==> config.mk <==
export PLATFORM = sky130hd
export DESIGN_NAME = min_order_emitter
export DESIGN_NICKNAME = d
export VERILOG_FILES = /design/src/rtl/min_order_emitter.sv
export SDC_FILE = /design/constraint.sdc
export NUM_CORES = 1
export LEC_CHECK = 0
export BUFFER_PORTS_ARGS = -buffer_cell sky130_fd_sc_hd__buf_2
export CORE_MARGIN = 2
export CORE_UTILIZATION = 40
export CTS_CLUSTER_DIAMETER = 200
export DETAILED_ROUTE_END_ITERATION = 6
export GPL_TIMING_DRIVEN = 0
export MAX_ROUTING_LAYER = met4
export SYNTH_ARGS = -nofsm -noshare
export SYNTH_HDL_FRONTEND = slang
export SYNTH_SLANG_ARGS = --single-unit
==> constraint.sdc <==
create_clock -name clk -period 5.3 [get_ports clk]
set_input_delay 0.265 -clock clk [delete_from_list [all_inputs] [get_ports clk]]
set_output_delay 0.265 -clock clk [all_outputs]
set_load 0.02 [all_outputs]
==> src/rtl/min_order_emitter.sv <==
// min_order_emitter: accepts four W-bit lane values in one handshake, then
// emits them one per transfer in ascending order (lowest lane index wins
// ties), each tagged with its original lane index.
// Optional build macro SORT_DESC_EN: emit largest first instead (same tie
// rule, same handshake and timing).
module min_order_emitter #(
   parameter int W = 3
) (
   input  logic         clk,
   input  logic         rst_n,
   input  logic         in_valid,
   output logic         in_ready,
   input  logic [W-1:0] in_a,
   input  logic [W-1:0] in_b,
   input  logic [W-1:0] in_c,
   input  logic [W-1:0] in_d,
   output logic         out_valid,
   input  logic         out_ready,
   output logic [W-1:0] out_val,
   output logic [1:0]   out_idx,
   output logic         out_last,
   output logic         busy
);

   typedef enum logic {
      S_IDLE = 1'b0,
      S_EMIT = 1'b1
   } state_t;

   state_t       r_state;
   state_t       w_next_state;
   logic [3:0]   r_live;
   logic [3:0]   w_next_live;
   logic [W-1:0] r_val [4];
   logic         w_load;

   logic [1:0]   w_sel_idx;
   logic [W-1:0] w_sel_val;
   logic         w_found;

   // Pick the extreme value among live lanes; strict compare keeps the lowest index on ties.
   always_comb begin
      // NOTE: combinational blocks use blocking '=' so later statements see the updated value;
      // every output gets a default first so no latch is inferred.
      w_sel_idx = 2'd0;
      w_sel_val = '0;
      w_found   = 1'b0;
      for (int i = 0; i < 4; i++) begin
         if (r_live[i]) begin
`ifdef SORT_DESC_EN
            if (!w_found || (r_val[i] > w_sel_val)) begin
`else
            if (!w_found || (r_val[i] < w_sel_val)) begin
`endif
               w_found   = 1'b1;
               w_sel_idx = 2'(i);
               w_sel_val = r_val[i];
            end
         end
      end
   end

   // Next-state, live-mask update and registered-only output decode.
   always_comb begin
      w_next_state = r_state;
      w_next_live  = r_live;
      w_load       = 1'b0;
      in_ready     = 1'b0;
      out_valid    = 1'b0;
      busy         = 1'b0;
      out_val      = '0;
      out_idx      = 2'd0;
      out_last     = 1'b0;
      case (r_state)
         S_IDLE: begin
            in_ready = 1'b1;
            if (in_valid) begin
               w_load       = 1'b1;
               w_next_live  = 4'b1111;
               w_next_state = S_EMIT;
            end
         end
         S_EMIT: begin
            out_valid = 1'b1;
            busy      = 1'b1;
            out_val   = w_sel_val;
            out_idx   = w_sel_idx;
            out_last  = ($countones(r_live) == 1);
            if (out_ready) begin
               w_next_live = r_live & ~(4'b0001 << w_sel_idx);
               if (w_next_live == 4'b0000) begin
                  w_next_state = S_IDLE;
               end
            end
         end
         default: begin
            w_next_state = S_IDLE;
         end
      endcase
   end

   // State register.
   always_ff @(posedge clk or negedge rst_n) begin
      // NOTE: clocked blocks use non-blocking '<=' so all registers update together at the edge.
      if (!rst_n) begin
         r_state <= S_IDLE;
      end else begin
         r_state <= w_next_state;
      end
   end

   // Live mask and captured lane values.
   always_ff @(posedge clk or negedge rst_n) begin
      if (!rst_n) begin
         r_live <= 4'b0000;
         // NOTE: the four value registers are reset as well so a discarded group leaves
         // no stale data behind and the stored contents are defined after reset.
         for (int i = 0; i < 4; i++) begin
            r_val[i] <= '0;
         end
      end else begin
         r_live <= w_next_live;
         if (w_load) begin
            r_val[0] <= in_a;
            r_val[1] <= in_b;
            r_val[2] <= in_c;
            r_val[3] <= in_d;
         end
      end
   end

endmodule

==> results.md <==
- Synth area leaders: dfrtp_1, nand2_1, ha_1, inv_1, o21ai_1
- Ys Warns: 0
- Fillcell total: 305
- Arr. time, crit path: 4.83 ns
- Detailed Routing Iterations Pass 1: 4
- Syn Nets: 175
- Worst-Margin Slew: 0.468 ns
- Total gr overflow: 0
- Slew headroom: 68.8%
- Hold Slack: 0.142 ns
- I/O pin cnt: 25
- Drt drc: 0
- Nets: 209
- Largest family of logic cells by synthesized area: compound AO/OA/AOI/OAI gates
- Cells on worst reg2reg path: 22
- Endpoint class of the critical path: output pin
- Final Hold Vio Count: 0
- Input/output buffers: 24
- R2R Setup Slk: 0.53 ns
- Leading area contributor after synthesis: dfrtp_1
- Mapped cell area: 1250 um2
- Worst-path maximum fanout: 10
- Final Cycle Share: 96.1%
- Synth top area share: 34.1%
- Post-Route Skew: 0.0127 ns
- Pin count of the biggest net entering global routing: 18
- Final Max Tran Viols: 0
- Vias per cell: 5.32
- Post-synth EDFFs: 0
- Core Region: 3000 um2
- Clock Pin Slew Worst Setup and Hold Paths: 0.12 ns
- H-Tree Depth: 1
- Final GP Congestion: 0.802
- Reg2reg start: r_live[0]
- Sequential area share after synthesis: 34.1%
- Synth Area in Adders: 10.6%
- Initial antenna violation count: 0
- Min-Delay Path Class: input port to flip-flop
- Xor/xnor share of the synthesized area: 0%
- Clk_lat worst skew: 0.30 ns
- Clk buf depth: 2
- Dpl cell area: 1410 um2
- Multi-input gate area: 786 um2
- Total negative slack: 0 ns
- Register area: 425 um2
- First-pass GRT wire length: 4820 um
- DR iter-0 viols: 66
- Mapped Cells: 149
- Element type at the critical path start: flip-flop
- Compound-gate portion of the synthesized area: 26.7%
- Reg2reg end: r_live[0]
- Library cells used by synthesis: 40
- CP startpoint: r_live[0]
- CTS tree: built
- Die H: 59.9 um
- Setup Viol. Count Final: 0
- Commonest cells in the netlist: nand2_1, dfrtp_1, inv_1
- Max Clk Rate: 0.196 GHz
- Final ANT Viol Nets: 0
- Status: finished clean
- Avg WL per Cell: 13.9 um
- Fraction of registers with async set/reset: 100%
- MaxCap Viol Count: 0
- #FFs+latches synth: 17
- Top-count cell post-synth: nand2_1
- Die area: 3580 um2
- Row count: 20
- Layout cells sized above 1: 27.5%
- DIE WIDTH: 59.9 um
- Layout Area Growth over Synthesis: 22.0%
- Ys flop type: dfrtp_1
- Root Driver: clkbuf_4
- Cts bufs inserted: 3
- Total Routing Usage GR: 18.5%
- Worst Setup EP: out_val[1]
- Final Cell Area: 1520 um2
- DRT Wirelength: 2980 um
- Final HPWL DP: 2210 um
- Fin util: 50.7%
- Avg Synthesized Cell Area: 8.38 um2
- Worst EP required: 5.04 ns
- Ant diodes: 0
- Initial core utilization: 41.6%
- # clock sinks: 17
- Mux share of post-synthesis cell area: 0.802%
- Post-Synth Simple-Gate Area: 22.5%
- Crit path kind: flip-flop to output pin
- Via Count: 1,143
- Period minus WS final: 5.10 ns
- Vias in the first global route: 1,052
-- metrics by stage --
stage | worst slack [ns] | instances
2_1_floorplan | 0.623 | 149
3_3_place_gp | 0.218 | 206
3_5_place_dp | 0.160 | 206
4_1_cts | 0.0698 | 213
5_1_grt | -0.0126 | 215
6_report | 0.204 | 215
-- sequential cells by signal, summed over array words and instances (netlist names) --
| signal | flops |
|---|---|
| r_live | 4 |
| r_val | 12 |
| r_state | 1 |
-- area by class of cell --
class / count / share of cell area, %
plain buffers: 6 / 2.46
clock buffers: 3 / 1.48
clock inverters: 1 / 0.328
inverters: 10 / 2.46
multi-input cells: 116 / 51.6
flip-flops and latches: 17 / 27.9
well taps: 33 / 2.71
repair buffers: 29 / 11.1
-- critical path: stages, from the launching register on --
cell and delay (ns):
dfrtp_1 0.36, buf_6 0.15, nand2_1 0.07, ha_1 0.32
and2_4 0.16, a311o_1 0.35, or2_4 0.25, a32oi_2 0.21
ha_2 0.31, o21ai_1 0.16, a21oi_2 0.08, nand2b_1 0.14
clkbuf_4 0.19, a31o_1 0.25, ha_1 0.32, o21a_1 0.19
o22ai_4 0.10, a311oi_4 0.28, a21o_1 0.20, o21ai_1 0.10
o21ai_1 0.18, buf_4 0.16
-- how the worst min path moves through the flow --
stage	slack, ns	from	cells past startpoint	end
floorplan	-0.03	rst_n	0	r_live[0]
global placement	0.22	rst_n	1	r_live[1]
detailed placement	0.22	rst_n	1	r_live[0]
CTS	0.13	in_a[1]	3	r_val[10]
global route	0.14	in_a[1]	3	r_val[10]
finish	0.14	in_a[1]	3	r_val[10]
-- placed cells by master, fill, tap and decap left out, types with 3 or more instances in the layout --
| master | instances |
|---|---|
| nand2_1 | 42 |
| buf_2 | 22 |
| dfrtp_1 | 17 |
| inv_1 | 10 |
| o21ai_1 | 8 |
| ha_1 | 8 |
| nor2_1 | 6 |
| buf_4 | 6 |
| clkbuf_4 | 4 |
| a21oi_1 | 4 |
| nand2b_1 | 3 |
| a21oi_2 | 3 |
| o21ai_0 | 3 |
| nor2b_1 | 3 |
| o21a_1 | 3 |
| clkbuf_1 | 3 |
| nand3_1 | 3 |
-- per-layer routing --
metal	wire length (um)	up-vias	share of wire (%)	track usage, %
met3	90	2	3.0	1.95
met1	1380	531	46	25.1
met4	15	0	0.50	5.40
met2	1500	20	50	29.0
li1	-	590	-	-
met5	0	-	0	-
-- kinds of logic after synthesis --
family | after synthesis
simple gates | 64
compound gates | 41
flops | 17
buf+inv | 16
fa+ha+maj | 10
mux | 1
-- what timing repair did --
action	4_1_cts	5_1_grt
pin swaps	1	7
hold endpoints to repair	17	0
setup endpoints to repair	5	5
hold buffers	1	0
buffers inserted	2	2
resized for setup	2	12
Power is not shown: default switching activity piles up to over one toggle a cycle in this logic, so the estimate is an artifact.
